File: src/rtl/ex_result_buffer.sv
// Two-entry result FIFO between the integer ALU and the memory stage; turns
// trapping overflow into an Ov exception. `EXRB_FWD_EN adds decode bypass ports.
module ex_result_buffer #(
    parameter int         DEPTH  = 2,
    parameter logic [4:0] EXC_OV = 5'h0C
) (
    input  logic        clk,
    input  logic        rst,
    input  logic        flush,
    input  logic        in_valid,
    output logic        in_ready,
    input  logic [31:0] in_result,
    input  logic        in_overflow,
    input  logic        in_ov_trap,
    input  logic        in_wen,
    input  logic [4:0]  in_dest,
    input  logic [31:0] in_pc,
    output logic        out_valid,
    input  logic        out_ready,
    output logic [31:0] out_result,
    output logic        out_wen,
    output logic [4:0]  out_dest,
    output logic [31:0] out_pc,
    output logic        out_exc,
    output logic [4:0]  out_excode
`ifdef EXRB_FWD_EN
    ,
    output logic        fwd0_valid,
    output logic [4:0]  fwd0_dest,
    output logic [31:0] fwd0_data,
    output logic        fwd1_valid,
    output logic [4:0]  fwd1_dest,
    output logic [31:0] fwd1_data
`endif
);

    localparam logic [1:0] FULL = 2'(DEPTH);

    typedef enum logic {RUN = 1'b0, HOLD = 1'b1} state_t;

    typedef struct packed {
        logic [31:0] result;
        logic        wen;
        logic [4:0]  dest;
        logic [31:0] pc;
        logic        exc;
    } entry_t;

    entry_t      mem_q [2];
    state_t      state_q, state_d;
    logic [1:0]  count_q, count_d;
    logic        rd_ptr_q, rd_ptr_d;
    logic        wr_ptr_q, wr_ptr_d;
    logic        in_ready_q;
    logic        out_valid_q, out_wen_q, out_exc_q;
    logic [4:0]  out_dest_q, out_excode_q;
    logic [31:0] out_result_q, out_pc_q;

    logic        push, pop, head_from_in;
    logic [1:0]  stay;
    entry_t      in_entry, head_d;

    assign push = in_valid & in_ready_q;
    assign pop  = out_valid_q & out_ready;

    always_comb begin
        in_entry        = '0;
        in_entry.result = in_result;
        in_entry.exc    = in_ov_trap & in_overflow;
        in_entry.wen    = in_wen & ~(in_ov_trap & in_overflow) & (in_dest != 5'd0);
        in_entry.dest   = in_dest;
        in_entry.pc     = in_pc;
    end

    always_comb begin
        state_d  = state_q;
        count_d  = count_q;
        rd_ptr_d = rd_ptr_q;
        wr_ptr_d = wr_ptr_q;
        if (flush) begin
            state_d  = RUN;
            count_d  = 2'd0;
            rd_ptr_d = 1'b0;
            wr_ptr_d = 1'b0;
        end else begin
            if (push) wr_ptr_d = ~wr_ptr_q;
            if (pop)  rd_ptr_d = ~rd_ptr_q;
            count_d = count_q + {1'b0, push} - {1'b0, pop};
            if (push && in_entry.exc) state_d = HOLD;
        end
    end

    // The incoming entry becomes the head only when nothing older survives this edge.
    assign stay         = count_q - {1'b0, pop};
    assign head_from_in = push && (stay == 2'd0);
    assign head_d       = head_from_in ? in_entry : mem_q[rd_ptr_d];

    always_ff @(posedge clk) begin
        if (push && !flush && !rst) mem_q[wr_ptr_q] <= in_entry;
    end

    always_ff @(posedge clk) begin
        if (rst) begin
            state_q      <= RUN;
            count_q      <= 2'd0;
            rd_ptr_q     <= 1'b0;
            wr_ptr_q     <= 1'b0;
            in_ready_q   <= 1'b1;
            out_valid_q  <= 1'b0;
            out_wen_q    <= 1'b0;
            out_exc_q    <= 1'b0;
            out_excode_q <= 5'd0;
            out_result_q <= 32'd0;
            out_dest_q   <= 5'd0;
            out_pc_q     <= 32'd0;
        end else begin
            state_q     <= state_d;
            count_q     <= count_d;
            rd_ptr_q    <= rd_ptr_d;
            wr_ptr_q    <= wr_ptr_d;
            in_ready_q  <= (state_d == RUN) && (count_d != FULL);
            out_valid_q <= (count_d != 2'd0);
            if (count_d != 2'd0) begin
                out_result_q <= head_d.result;
                out_dest_q   <= head_d.dest;
                out_pc_q     <= head_d.pc;
                out_wen_q    <= head_d.wen;
                out_exc_q    <= head_d.exc;
                out_excode_q <= head_d.exc ? EXC_OV : 5'd0;
            end else begin
                out_wen_q    <= 1'b0;
                out_exc_q    <= 1'b0;
                out_excode_q <= 5'd0;
            end
        end
    end

    assign in_ready   = in_ready_q;
    assign out_valid  = out_valid_q;
    assign out_result = out_result_q;
    assign out_wen    = out_wen_q;
    assign out_dest   = out_dest_q;
    assign out_pc     = out_pc_q;
    assign out_exc    = out_exc_q;
    assign out_excode = out_excode_q;

`ifdef EXRB_FWD_EN
    // Newest entry sits just behind the write pointer; the older one is the head when full.
    assign fwd0_valid = (count_q != 2'd0) && mem_q[~wr_ptr_q].wen;
    assign fwd0_dest  = mem_q[~wr_ptr_q].dest;
    assign fwd0_data  = mem_q[~wr_ptr_q].result;
    assign fwd1_valid = (count_q == FULL) && mem_q[rd_ptr_q].wen;
    assign fwd1_dest  = mem_q[rd_ptr_q].dest;
    assign fwd1_data  = mem_q[rd_ptr_q].result;
`endif

endmodule

File: config.mk
export PLATFORM = sky130hd
export DESIGN_NAME = ex_result_buffer
export DESIGN_NICKNAME = d
export VERILOG_FILES = /design/src/rtl/ex_result_buffer.sv
export SDC_FILE = /design/constraint.sdc
export NUM_CORES = 1
export LEC_CHECK = 0
export CELL_PAD_IN_SITES_DETAIL_PLACEMENT = 0
export CELL_PAD_IN_SITES_GLOBAL_PLACEMENT = 1
export CORE_MARGIN = 1.5
export CORE_UTILIZATION = 25
export DETAILED_ROUTE_END_ITERATION = 8
export HOLD_SLACK_MARGIN = 0.05
export MAX_ROUTING_LAYER = met4
export PLACE_DENSITY = 0.59
export SLEW_MARGIN = 20
export SYNTH_ARGS = -nofsm -noshare
export SYNTH_HDL_FRONTEND = slang
export SYNTH_SLANG_ARGS = --single-unit
File: constraint.sdc
create_clock -name clk -period 8.1 [get_ports clk]
set_clock_uncertainty 0.15 [all_clocks]
set_input_delay 0.81 -clock clk [delete_from_list [all_inputs] [get_ports clk]]
set_output_delay 0.81 -clock clk [all_outputs]
set_load 0.01 [all_outputs]
==> flow_summary.yaml, run 1 <==
status:
  status: "finished clean"
placed_design:
  dp.final_hpwl_mm: 12.7
  gp_congestion: 0.693
  port_buffers: 151
  dp.cells: 1161
worst_setup_path:
  critPathMaxStageDelay_ns: 0.66
  critPathKind: "in2reg"
  worst_setup_path_start_kind: "input pin"
  worstPathCellList: "clkdlybuf4s50_1 -> and2_1 -> xnor2_1 -> ha_1 -> xor2_1 -> a21boi_2 -> o31ai_2 -> inv_2 -> buf_4 -> a32o_1"
  cp_data_required_time_ns: 8.41
  arrival_ns: 3.99
  path_max_fanout: 51
  worstSetupEndpointType: "flip-flop"
  crit_slowest_cell: "buf_4"
floorplanning:
  die_h_um: 190
  core_area_um2: 34500
  num_rows: 68
  die_w_um: 190
  pin_count: 155
  initial_core_util_pct: 25.4
  die_area_um2: 36100
finish:
  area_growth_pct: 31.2
  fin_nets: 812
  fillers: 3416
  multi_input_area_um2: 2620
  drive_gt1_share_pct: 8.75
  final_util_pct: 33.3
  stdcell_count: 1210
  seqCellArea_um2: 5830
global_route:
  grt_pass1_wl_mm: 34.4
  grt_max_degree: 86
  grt_pass1_vias: 5677
  track_usage_pct: 12.7
  grt-ovfl-total: 0
  antenna_found_initial: 1
route:
  wl_mm: 22.5
  viasPerCell: 4.59
  drt_pass1_iterations: 4
  wl_per_cell_um: 18.6
  drt-initial-drc-count: 282
  ant_nets: 0
  drc: 0
  vias: 5554
logic_synthesis:
  avgSynthCellArea_um2: 14.6
  async_flop_share_pct: 0
  netlist_area_um2: 8740
  synth_cell_types: 39
  synth_top_flop_cell: "edfxtp_1"
  ys_seq_area_share_pct: 66.7
  yosysTopAreaCell: "edfxtp_1"
  synth_warnings: 0
  synth_top_area_share_pct: 48.8
  synth_area_leaders: "edfxtp_1 49%, dfxtp_1 18%, a221o_1 7.9%, a32o_1 7.9%, nand2b_1 5.0%"
  synth_edf_count: 142
  synth_cells: 599
  synth-seq-cells: 220
sta:
  hold_slack_ns: 0.316
  tns_ns: 0
  setup_viol: 0
  slew_viol_final: 0
  slew_headroom_pct: 31.6
  rsz0062_at_grt: "no"
  fmax_mhz: 272
  post-route-min-period_ns: 3.68
  worst_pin_slew_ns: 1.03
  final_hold_viol_count: 0
  period_share_pct: 45.4
clock_network:
  path_clk_slew_ns: 0.06
  clk_latency_ns: 0.52
  cts.sink_count: 220
  ctsResizeCount: 0
  cts_root_buffer: "clkbuf_16"
  cts_made_buffers: 26
  cts.htree.levels: 1
  cts_tree: "done"
  cts_buffer_depth: 3
  hold_buffers: 0
  post_cts_buffers: 0
power:
  finalPower_uw: 2800
  ir_worst_vdd_v: 0.000151
  power_leakage_uw: 0.00376
  power_density_nw_per_um2: 244
worst_hold_path:
  hp-class: "reg2reg"
job:
  cap_violations: 0
==> stage by stage <==
step	setup slack [ns]	cell area (um^2)
floorplan	1.01	8750
global placement	3.87	10600
detailed placement	3.85	10600
CTS	4.40	11500
global route	4.20	11500
finish	4.42	11500
==> routing by layer <==
layer | vias to the layer above | global-route usage, % | part of all wire (%) | wire (um)
met3 | 30 | 2.38 | 4.6 | 1050
met5 | - | - | 0 | 0
met2 | 123 | 19.5 | 46 | 10300
met1 | 2764 | 17.4 | 48 | 10900
met4 | 0 | 2.99 | 1.5 | 335
li1 | 2637 | - | - | -
==> cell families (layout without fill, tap and decap cells) <==
logic type      Yosys count  after routing  synth area share (%)
other cells               1              4                0.0429
fa+ha+maj                 1              1                 0.143
mux                       3              3                 0.487
compound gates          147            147                  17.0
buf+inv                  60            213                  3.77
simple gates            163            163                  11.5
flops                   220            220                  66.7
xor+xnor                  4              4                 0.487
==> cell type report <==
cell class	count	area share (%)
multi-input combinational	321	22.8
antenna	1	0.0218
inverter	3	0.0982
clock buffer	37	6.57
sequential	220	50.8
tap	455	4.97
clock inverter	11	0.808
timing repair buffer	162	13.9
==> final timing paths <==
path | slack (ns) | startpoint | endpoint | cells after the start
setup / recovery | 4.42 | out_ready | out_result[30] | 10
setup reg to reg | 4.83 | out_valid | out_result[30] | 9
hold reg to reg | 0.32 | out_result[6] | out_result[6] | 1
hold / removal | 0.32 | out_result[6] | out_result[6] | 1
==> sequential cells by signal, summed over array words and instances (netlist names) <==
| name | count |
|---|---|
| out_wen | 1 |
| mem_q | 142 |
| rd_ptr_q | 1 |
| out_valid | 1 |
| out_result | 32 |
| count_q | 2 |
| state_q | 1 |
| wr_ptr_q | 1 |
| out_excode | 1 |
| in_ready | 1 |
| out_pc | 32 |
| out_dest | 5 |
==> power by group <==
group	total, uW	switching (uW)	internal, uW
combinational	373	184	189
clock	1140	458	679
sequential	1290	30.6	1260
==> worst max-delay path, delay by kind of cell <==
| kind | cells | cell delay (ns) |
|---|---|---|
| compound gates | 3 | 0.69 |
| xor+xnor | 2 | 0.37 |
| fa+ha+maj | 1 | 0.19 |
| buf+inv | 3 | 1.50 |
| simple gates | 1 | 0.39 |
==> cell usage after synthesis, types with 4 or more instances <==
cell,count
edfxtp_1,142
nand2b_1,70
buf_4,7
and2_1,4
dfxtp_1,78
a221o_1,69
nor2b_1,70
clkbuf_1,27
a32o_1,69
buf_6,8
nor2_1,8
buf_2,14
==> cell usage in the layout (no fill, tap or decap), types with 2 or more instances in the layout <==
master / Yosys / layout
clkdlybuf4s50_1: 0 / 150
edfxtp_1: 142 / 142
dfxtp_1: 78 / 78
nor2b_1: 70 / 70
nand2b_1: 70 / 70
a221o_1: 69 / 69
a32o_1: 69 / 69
clkbuf_16: 0 / 27
buf_4: 7 / 12
nor2_1: 8 / 8
clkinv_2: 0 / 6
clkbuf_1: 27 / 6
and2_1: 4 / 4
clkbuf_8: 0 / 4
conb_1: 1 / 3
nand2_1: 2 / 2
xnor2_1: 2 / 2
inv_1: 2 / 2
and3_4: 0 / 2
mux2i_1: 2 / 2
a211oi_1: 2 / 2
clkinvlp_4: 0 / 2
clkinv_4: 0 / 2
(Power assumes the default switching activity.)
==> run 2: changes to the inputs <==
--- a/config.mk
+++ b/config.mk
@@ -12,7 +12,7 @@
 export DETAILED_ROUTE_END_ITERATION = 8
 export HOLD_SLACK_MARGIN = 0.05
 export MAX_ROUTING_LAYER = met4
-export PLACE_DENSITY = 0.59
+export PLACE_DENSITY = 0.61
 export SLEW_MARGIN = 20
 export SYNTH_ARGS = -nofsm -noshare
 export SYNTH_HDL_FRONTEND = slang
==> constraint.sdc (replaced) <==
create_clock -name clk -period 3 [get_ports clk]
set_clock_uncertainty 0.15 [all_clocks]
set_input_delay 0.3 -clock clk [delete_from_list [all_inputs] [get_ports clk]]
set_output_delay 0.3 -clock clk [all_outputs]
set_load 0.01 [all_outputs]
==> run 2 against run 1 <==
Critical path type is now reg2reg. Register-to-register slack worse by 4.2 ns. Critical path depth is 1 lower. Sequential power grew to 2.7 times the previous value.
==> flow_summary.yaml, run 2 (synthesized netlist as in run 1, its figures left out) <==
floorplanning:
  die_w_um: 190
  initial_core_util_pct: 25.4
  die_area_um2: 36100
  core_area_um2: 34500
  num_rows: 68
  pin_count: 155
  die_h_um: 190
clock_network:
  cts_made_buffers: 26
  cts.sink_count: 220
  cts_root_buffer: "clkbuf_16"
  post_cts_buffers: 0
  cts_buffer_depth: 3
  path_clk_slew_ns: 0.06
  clk_latency_ns: 0.52
  ctsResizeCount: 0
  cts.htree.levels: 1
  hold_buffers: 0
  cts_tree: "done"
global_route:
  grt_pass1_wl_mm: 34.5
  antenna_found_initial: 0
  grt-ovfl-total: 0
  grt_max_degree: 51
  grt_pass1_vias: 5837
  track_usage_pct: 12.6
finish:
  area_growth_pct: 34.2
  fillers: 3384
  diodes: 0
  largest_reg_flops: 142
  final_cell_mix: "150 x clkdlybuf4s50_1, 142 x edfxtp_1, 78 x dfxtp_1"
  postLayoutCellArea_um2: 11700
  final_util_pct: 34.0
  largest_register: "mem_q"
  multi_input_area_um2: 2630
  drive_gt1_share_pct: 9.59
  seqCellArea_um2: 5830
  fin_nets: 820
  layout_commonest_cell: "clkdlybuf4s50_1"
route:
  viasPerCell: 4.62
  wl_per_cell_um: 18.1
  vias: 5622
  wl_mm: 22.1
  ant_nets: 0
  drc: 0
  drt-initial-drc-count: 335
  drt_pass1_iterations: 4
sta:
  period_share_pct: 78.3
  slew_viol_final: 0
  worst_pin_slew_ns: 0.515
  setup_slack_ns: 0.651
  setup_viol: 0
  tns_ns: 0
  post-route-min-period_ns: 2.35
  final_hold_viol_count: 0
  slew_headroom_pct: 65.6
  rsz0062_at_grt: "no"
  fmax_mhz: 426
  hold_slack_ns: 0.222
worst_setup_path:
  path_max_fanout: 38
  critPathKind: "reg2reg"
  worstSetupEndpointType: "flip-flop"
  arrival_ns: 2.61
  cp_data_required_time_ns: 3.27
  worst_setup_path_start_kind: "flip-flop"
placed_design:
  pre_cts_slack_ns: 0.220
  gp_congestion: 0.721
  dp.final_hpwl_mm: 13.0
  placed_cell_area_um2: 10800
  port_buffers: 151
power:
  ir_worst_vdd_v: 0.000437
  power_density_nw_per_um2: 662
  power_leakage_uw: 0.00387
worst_hold_path:
  hp-class: "in2reg"
status:
  status: "finished clean"
job:
  cap_violations: 0
[run 2: cell types whose count changed in the layout (fill, tap and decap cells not counted), moves of 2 or more]
cell	delta
clkinv_1	+2
buf_12	+12
clkinv_4	-2
buf_4	-4
clkbuf_1	-2
clkbuf_16	+2
[run 2: cell type report]
cell class,instances,area share (%)
flip-flops and latches,220,49.7
well taps,455,4.85
repair buffers,170,15.4
inverters,3,0.0960
clock inverters,11,0.928
multi-input cells,321,22.4
clock buffers,36,6.67
[run 2: per-stage QoR]
stage	power (uW)	cells
after floorplan	4050	601
after global placement	4610	1169
after detailed placement	4610	1169
after CTS	7900	1216
after global routing	8090	1216
final	7760	1216
[run 2: worst paths after layout]
path,from,endpoint,slack (ns),cells after the start
worst max-delay path,out_valid,out_result[24],0.65,9
worst min-delay path,in_pc[9],mem_q[1][10],0.22,1
worst max register to register,out_valid,out_result[24],0.65,9
worst min register to register,out_pc[26],out_pc[26],0.31,1
[run 2: critical path, cell delays in order (launching register included)]
cell and delay, ns:
dfxtp_1 0.33, and2_1 0.18, xnor2_1 0.13, ha_1 0.19
xor2_1 0.15, a21boi_2 0.19, o31ai_2 0.32, inv_2 0.11
buf_12 0.19, a32o_1 0.25
[run 2: metal layers]
metal  track usage (%)  wire [um]  part of all wire, %  vias up
met5                 -          0                    0        -
met4              3.17        486                  2.2        0
met3              2.32       1100                  5.0       31
met2              20.5      10300                   47      144
met1              16.2      10100                   46     2802
li1                  -          -                    -     2645
[run 2: report_power, final]
| group | switching [uW] | leakage, uW | internal, uW |
|---|---|---|---|
| Sequential | 81.3 | 0.00193 | 3390 |
| Clock | 1250 | 0.000439 | 1990 |
| Combinational | 505 | 0.00150 | 549 |
